$ cat config.mk
export PLATFORM = sky130hd
export DESIGN_NAME = dmem_port_adapter_flat
export DESIGN_NICKNAME = d
export VERILOG_FILES = /design/src/rtl/dmem_port_adapter_if.sv /design/src/rtl/dmem_port_adapter.sv /design/src/flat_wrapper.sv
export SDC_FILE = /design/constraint.sdc
export NUM_CORES = 1
export LEC_CHECK = 0
export CORE_MARGIN = 2
export CORE_UTILIZATION = 41
export DETAILED_ROUTE_END_ITERATION = 16
export GPL_ROUTABILITY_DRIVEN = 0
export PLACE_DENSITY = 0.86
export SLEW_MARGIN = 20
export SYNTH_ARGS = -nofsm -noshare
export SYNTH_HDL_FRONTEND = slang
export SYNTH_SLANG_ARGS = --single-unit
$ cat constraint.sdc
create_clock -name clk -period 2 [get_ports clk]
set_clock_uncertainty 0.2 [all_clocks]
set_input_delay 0.4 -clock clk [delete_from_list [all_inputs] [get_ports clk]]
set_output_delay 0.4 -clock clk [all_outputs]
set_load 0.05 [all_outputs]
$ cat src/rtl/dmem_port_adapter_if.sv
// Bus bundle between the pipeline MEM-stage data port and a variable-latency data memory.
// Handshake: dmem_read/dmem_write are levels held by the pipeline for as long as dmem_stall is high;
// mem_read/mem_write stay asserted with stable fields until the one-cycle mem_resp pulse completes them.
interface dmem_port_adapter_if;
  logic        dmem_read;
  logic        dmem_write;
  logic [31:0] dmem_address;
  logic [31:0] dmem_wdata;
  logic [3:0]  dmem_byte_enable;
  logic [31:0] dmem_rdata;
  logic        dmem_stall;
  logic        mem_read;
  logic        mem_write;
  logic [31:0] mem_address;
  logic [31:0] mem_wdata;
  logic [3:0]  mem_byte_enable;
  logic [31:0] mem_rdata;
  logic        mem_resp;
  logic        err;

  modport slave (
    input  dmem_read, dmem_write, dmem_address, dmem_wdata, dmem_byte_enable,
    input  mem_rdata, mem_resp,
    output dmem_rdata, dmem_stall, mem_read, mem_write, mem_address, mem_wdata,
    output mem_byte_enable, err
  );

  modport master (
    output dmem_read, dmem_write, dmem_address, dmem_wdata, dmem_byte_enable,
    output mem_rdata, mem_resp,
    input  dmem_rdata, dmem_stall, mem_read, mem_write, mem_address, mem_wdata,
    input  mem_byte_enable, err
  );
endinterface

$ cat src/rtl/dmem_port_adapter.sv
// Turns single-cycle pipeline loads/stores into handshaked memory accesses, stalling the
// pipeline until each completes; a watchdog aborts accesses that never get a response.
module dmem_port_adapter #(
  parameter int unsigned TIMEOUT = 256,
  parameter int unsigned CNT_W   = 9
) (
  input  logic                clk,
  input  logic                rst,
  dmem_port_adapter_if.slave  bus,
  output logic [1:0]          state_dbg
);

  typedef enum logic [1:0] {
    IDLE = 2'd0,
    BUSY = 2'd1,
    DONE = 2'd2
  } state_t;

  localparam logic [CNT_W-1:0] CNT_LAST = CNT_W'(TIMEOUT - 1);
  localparam logic [CNT_W-1:0] CNT_ONE  = CNT_W'(1);

  state_t           state;
  logic             rd_q;
  logic             wr_q;
  logic [31:0]      addr_q;
  logic [31:0]      wdata_q;
  logic [3:0]       be_q;
  logic [31:0]      rdata_q;
  logic [CNT_W-1:0] cnt;
  logic             err_q;
  logic             req;

  assign req = bus.dmem_read | bus.dmem_write;

  always_ff @(posedge clk) begin
    if (!rst) begin
      state   <= IDLE;
      rd_q    <= 1'b0;
      wr_q    <= 1'b0;
      addr_q  <= '0;
      wdata_q <= '0;
      be_q    <= '0;
      rdata_q <= '0;
      cnt     <= '0;
      err_q   <= 1'b0;
    end else begin
      case (state)
        IDLE: begin
          if (req) begin
            // A conflicting read+write is treated as a store and flagged.
            rd_q    <= bus.dmem_read & ~bus.dmem_write;
            wr_q    <= bus.dmem_write;
            addr_q  <= {bus.dmem_address[31:2], 2'b00};
            wdata_q <= bus.dmem_wdata;
            be_q    <= bus.dmem_byte_enable;
            cnt     <= '0;
            if (bus.dmem_read && bus.dmem_write) err_q <= 1'b1;
            state   <= BUSY;
          end
        end
        BUSY: begin
          if (bus.mem_resp) begin
            if (rd_q) rdata_q <= bus.mem_rdata;
            rd_q  <= 1'b0;
            wr_q  <= 1'b0;
            cnt   <= '0;
            state <= DONE;
          end else if (cnt == CNT_LAST) begin
            err_q   <= 1'b1;
            rdata_q <= '0;
            rd_q    <= 1'b0;
            wr_q    <= 1'b0;
            cnt     <= '0;
            state   <= DONE;
          end else begin
            cnt <= cnt + CNT_ONE;
          end
        end
        DONE: begin
          // The request still visible here belongs to the finished instruction.
          state <= IDLE;
        end
        default: state <= IDLE;
      endcase
    end
  end

  // Strobes are the latched flags, which are only set while BUSY.
  assign bus.mem_read        = rd_q;
  assign bus.mem_write       = wr_q;
  assign bus.mem_address     = addr_q;
  assign bus.mem_wdata       = wdata_q;
  assign bus.mem_byte_enable = be_q;
  assign bus.dmem_rdata      = rdata_q;
  assign bus.err             = err_q;
  assign bus.dmem_stall      = ((state == IDLE) && req) || (state == BUSY);
  assign state_dbg           = state;

endmodule
$ cat src/flat_wrapper.sv
// flat-port wrapper written by rule: the top's interface ports become plain ports
module dmem_port_adapter_flat 
#(
  parameter int unsigned TIMEOUT = 256,
  parameter int unsigned CNT_W   = 9
)
  (clk, rst, state_dbg, bus_dmem_read, bus_dmem_write, bus_dmem_address, bus_dmem_wdata, bus_dmem_byte_enable, bus_mem_rdata, bus_mem_resp, bus_dmem_rdata, bus_dmem_stall, bus_mem_read, bus_mem_write, bus_mem_address, bus_mem_wdata, bus_mem_byte_enable, bus_err);
  dmem_port_adapter_if bus_i ();
  input  logic clk;
  input  logic rst;
  output logic [1:0] state_dbg;
  input wire logic [$bits(bus_i.dmem_read)-1:0] bus_dmem_read;
  input wire logic [$bits(bus_i.dmem_write)-1:0] bus_dmem_write;
  input wire logic [$bits(bus_i.dmem_address)-1:0] bus_dmem_address;
  input wire logic [$bits(bus_i.dmem_wdata)-1:0] bus_dmem_wdata;
  input wire logic [$bits(bus_i.dmem_byte_enable)-1:0] bus_dmem_byte_enable;
  input wire logic [$bits(bus_i.mem_rdata)-1:0] bus_mem_rdata;
  input wire logic [$bits(bus_i.mem_resp)-1:0] bus_mem_resp;
  output wire logic [$bits(bus_i.dmem_rdata)-1:0] bus_dmem_rdata;
  output wire logic [$bits(bus_i.dmem_stall)-1:0] bus_dmem_stall;
  output wire logic [$bits(bus_i.mem_read)-1:0] bus_mem_read;
  output wire logic [$bits(bus_i.mem_write)-1:0] bus_mem_write;
  output wire logic [$bits(bus_i.mem_address)-1:0] bus_mem_address;
  output wire logic [$bits(bus_i.mem_wdata)-1:0] bus_mem_wdata;
  output wire logic [$bits(bus_i.mem_byte_enable)-1:0] bus_mem_byte_enable;
  output wire logic [$bits(bus_i.err)-1:0] bus_err;
  assign bus_i.dmem_read = bus_dmem_read;
  assign bus_i.dmem_write = bus_dmem_write;
  assign bus_i.dmem_address = bus_dmem_address;
  assign bus_i.dmem_wdata = bus_dmem_wdata;
  assign bus_i.dmem_byte_enable = bus_dmem_byte_enable;
  assign bus_i.mem_rdata = bus_mem_rdata;
  assign bus_i.mem_resp = bus_mem_resp;
  assign bus_dmem_rdata = bus_i.dmem_rdata;
  assign bus_dmem_stall = bus_i.dmem_stall;
  assign bus_mem_read = bus_i.mem_read;
  assign bus_mem_write = bus_i.mem_write;
  assign bus_mem_address = bus_i.mem_address;
  assign bus_mem_wdata = bus_i.mem_wdata;
  assign bus_mem_byte_enable = bus_i.mem_byte_enable;
  assign bus_err = bus_i.err;
  dmem_port_adapter #(.TIMEOUT(TIMEOUT), .CNT_W(CNT_W)) u_core (.clk(clk), .rst(rst), .bus(bus_i), .state_dbg(state_dbg));
endmodule
* After elaboration in Yosys (flattened, before gate mapping)
Cells that the tools add are included.
Cells by class: add/subtract/negate cells 1, equal/unequal tests 8, mux-type cells 22, bitwise operators 3, reduce and logical (&&, ||, !) cells 12
Operators by type and width (number):
- 2-to-1 mux 32 bit | 3
- 2-to-1 mux 9 bit | 3
- one-hot mux 9 bit (2 select lines) | 1
- adder 9 x 1 -> 9 bit, second input constant | 1
- == test 9 x 8 -> 1 bit, second input constant | 1
- 2-to-1 mux 1 bit | 8
- != test 2 x 1 -> 1 bit, second input constant | 4
- 2-to-1 mux 2 bit | 3
- one-hot mux 1 bit (2 select lines) | 3
- AND reduction 2 bit | 3
- AND reduction 3 bit | 2
- AND reduction 5 bit | 1
- one-hot mux 2 bit (2 select lines) | 1
- nonzero test 2 bit | 2
- != test 3 x 2 -> 1 bit, second input constant | 1
- == test 2 x 1 -> 1 bit, second input constant | 1
- logical AND 1 bit | 2
- logical NOT 2 bit | 1
- != test 2 bit, second input constant | 1
- bitwise AND 1 bit | 1
- logical OR 1 bit | 1
- NOT 1 bit | 1
- OR 1 bit | 1
Word-level totals: register bits after elaboration 112, word-level logic and storage cells 55

* Logic depth before layout (Yosys ltp)
depth after elaboration 4, depth in mapped cells 6

* Worst setup path after synthesis
Ideal clock, no wire load.
kind reg2out, from register u_core.state[0] (netlist: u_core.state_dbg[0]), to output bus_dmem_stall, arrival 1.730 ns, data required time 1.400 ns, path slack -0.330 ns, stages on the path, launching flop included 3, path buffers 0, cells stage by stage dfxtp_1 nor3_2 nor2_1
Between the ends: longest elaborated chain between the ends 3, elaborated cells on any way between the ends 4, those cells by class eq/ne (1); reduce/logical (3)
RTL lines:
- from (decl) | line dmem_port_adapter.sv:22 | state_t state;
- from (signal assigned) | line dmem_port_adapter.sv:37 | state <= IDLE;
- from (signal assigned) | line dmem_port_adapter.sv:58 | state <= BUSY;
- from (signal assigned) | line dmem_port_adapter.sv:67 | state <= DONE;
- logical NOT 2 bit | line dmem_port_adapter.sv:96 | assign bus.dmem_stall = ((state == IDLE) && req) || (state == BUSY);
- logical AND 1 bit | line dmem_port_adapter.sv:96
- logical OR 1 bit * | line dmem_port_adapter.sv:96
- to (decl) | line flat_wrapper.sv:20 | output wire logic [$bits(bus_i.dmem_stall)-1:0] bus_dmem_stall;
Every way passes the cells marked *; elsewhere a longest branch is shown, timed or not.

* Worst setup path after layout
from input bus_dmem_write, to output bus_dmem_stall
Between the ends: longest elaborated chain between the ends 3
RTL lines:
- from (decl) | line flat_wrapper.sv:13 | input wire logic [$bits(bus_i.dmem_write)-1:0] bus_dmem_write;
- OR 1 bit | line dmem_port_adapter.sv:33 | assign req = bus.dmem_read | bus.dmem_write;
- logical AND 1 bit | line dmem_port_adapter.sv:96
- logical OR 1 bit | line dmem_port_adapter.sv:96
No other way between the ends.

==> results.json <==
{
  "status": "finished clean",
  "seq_area_frac_synth_pct": 51.6,
  "grt_pass1_vias": 4141,
  "layout.nets": 814,
  "setup_violations": 0,
  "worstPathMaxFanout": 2,
  "post_drt_wl_per_cell_um": 13.9,
  "p_total_uw": 5120,
  "holdWs_ns": 0.248,
  "critPathKind": "input port to output port",
  "fmax_ghz": 0.512,
  "drcViolationCount": 0,
  "first_pass_iters": 4,
  "synth_top_area_cell": "dfxtp_1",
  "syn_to_final_growth_pct": 52.2,
  "clockRootBuffer": "clkbuf_8",
  "synthTopCellsByCount": "nand2_1, dfxtp_1, a21boi_1, a21boi_0, o21ai_0",
  "critPathArrivalTime_ns": 1.35,
  "dieArea_sq_um": 11400,
  "final_util_pct": 64.1,
  "yosys-top-cells-area": "dfxtp_1, nand2_1, a21boi_1",
  "yosysMostFrequentCell": "nand2_1",
  "layout-drive-gt1-share_pct": 21.0,
  "totalWireLength_um": 11800,
  "clk_pin_slew_ns": 0.09,
  "period_share_pct": 97.6,
  "start_util_pct": 42.1,
  "cts_buffer_depth": 2,
  "synth_edf_count": 0,
  "seqPwrFrac_pct": 47.7,
  "rsz0062_at_grt": "no",
  "period_needed_ns": 1.95,
  "cts_buffers": 9,
  "pwr-share-clk_pct": 24.9,
  "io-pin-count": 211,
  "irDropWorstVdd_uv": 376,
  "r2r_cells": 5,
  "holdPathStages": 2,
  "ctsHoldBuffers": 0,
  "core_sq_um": 10300,
  "dp.final_hpwl_um": 8700,
  "cts_tree": "yes",
  "min_path_type": "flip-flop to flip-flop",
  "synth.top_cell.area_share_pct": 51.6,
  "antenna_found_initial": 0,
  "syn_inst": 508,
  "via_count": 4148,
  "grt_overflow_total": 0,
  "io_buffers": 206,
  "p_leak_uw": 0.00270,
  "power_density_nw_per_um2": 773,
  "switching_power_uw": 1640,
  "fin_tns_setup_ns": 0,
  "n_antenna_cell": 0,
  "critPathCaptureType": "output port",
  "grt.total_usage_pct": 20.6,
  "synth_warnings": 0,
  "syn-cell-area_sq_um": 4350,
  "r2r_slack_ns": 0.23,
  "clk_latency_ns": 0.36,
  "clkSinkCount": 112,
  "grt_first_pass_wirelength_um": 18900,
  "p_sw_share_pct": 32.0,
  "cts_htree_levels": 3,
  "internal_power_uw": 3480,
  "fp.dieH_um": 107,
  "vias_per_cell": 4.90,
  "max_cap_viol_count": 0,
  "drv_slew": 0,
  "cp.required_ns": 1.40,
  "ys_ff_latch": 112,
  "start_kind": "input port",
  "rows": 37,
  "die_w_um": 107,
  "dr.first_iter.drc_count": 197,
  "grt_max_degree": 58,
  "ant_nets": 0,
  "synthArstFlopShare_pct": 0,
  "hold_violations": 0,
  "synth.avg_cell_area_sq_um": 8.56,
  "combinationalPowerShare_pct": 27.5,
  "netlist-cell-type-count": 34,
  "synth_ff_type": "dfxtp_1"
}
[power by group through the flow]
stage	clock network, uW	logic (uW)	registers (uW)
floorplan	0	373	2930
global placement	0	1380	2480
detailed placement	0	1410	2490
CTS	1310	1410	2440
global route	1400	1500	2460
finish	1270	1410	2440
[metrics by stage]
step	instance area (sq um)	cells	worst slack, ns
2_1_floorplan	4360	509	0.111
3_3_place_gp	6430	832	-0.0199
3_5_place_dp	6430	832	-0.0643
4_1_cts	6610	846	0.00382
5_1_grt	6620	847	0.00108
6_report	6620	847	0.0481
[routing by layer]
metal | wire length (um) | track usage, %
met5 | 0 | 0
met4 | 472 | 11.4
met3 | 822 | 5.11
met2 | 5810 | 35.8
met1 | 4660 | 23.1
[area by class of cell]
type	instances	area (sq um)
Clock buffer	10	128
Clock inverter	4	47.5
Fill cell	860	3700
Inverter	3	11.3
Multi-Input combinational cell	356	1950
Sequential cell	112	2240
Tap cell	136	170
Timing Repair Buffer	226	2070
[worst max-delay path, cell delays in order]
cell             delay (ns)
clkdlybuf4s50_1        0.47
nor3_4                 0.25
nor2_4                 0.05
buf_4                  0.19
[path summary, 6_finish.rpt]
kind | end | startpoint
worst max-delay path | bus_dmem_stall | bus_dmem_write
worst min-delay path | u_core.cnt[8] | u_core.cnt[8]
worst max register to register | u_core.cnt[6] | u_core.cnt[0]
worst min register to register | u_core.cnt[8] | u_core.cnt[8]
[sequential cells by signal (all words and copies together) (netlist names)]
name	count
u_core.bus.dmem_rdata	32
u_core.state_dbg	2
u_core.bus.mem_address	30
u_core.bus.mem_wdata	32
u_core.bus.mem_byte_enable	4
u_core.cnt	9
u_core.bus.mem_write	1
u_core.bus.mem_read	1
u_core.bus.err	1
[layout by cell type, fill, tap and decap left out, types with 2 or more instances in the layout]
| master | n |
|---|---|
| and3_1 | 2 |
| inv_1 | 3 |
| clkdlybuf4s50_1 | 101 |
| clkbuf_8 | 9 |
| a21boi_0 | 27 |
| nand2_1 | 169 |
| clkinv_2 | 2 |
| dfxtp_1 | 111 |
| nor3b_1 | 2 |
| o21ai_1 | 12 |
| nand3_1 | 2 |
| buf_4 | 114 |
| o21ai_0 | 23 |
| buf_12 | 10 |
| nor2_1 | 11 |
| a21oi_1 | 4 |
| a21boi_1 | 72 |
| xnor2_1 | 7 |
| conb_1 | 2 |
| nor3_1 | 3 |
[kinds of logic after synthesis]
kind of cell | after synthesis | synth area share [%]
simple gates | 199 | 18.6
other cells | 1 | 0.0862
xor+xnor | 7 | 1.41
compound gates | 147 | 23.6
buf+inv | 41 | 4.43
fa+ha+maj | 1 | 0.288
flops | 112 | 51.6
[what timing repair did]
item / 4_1_cts / 5_1_grt
buffers inserted: 0 / 1
setup endpoints to repair: 1 / 1
gates resized for setup: 1 / 1
pin swaps: 1 / 1
No activity file was read; power rests on OpenSTA's default activity.
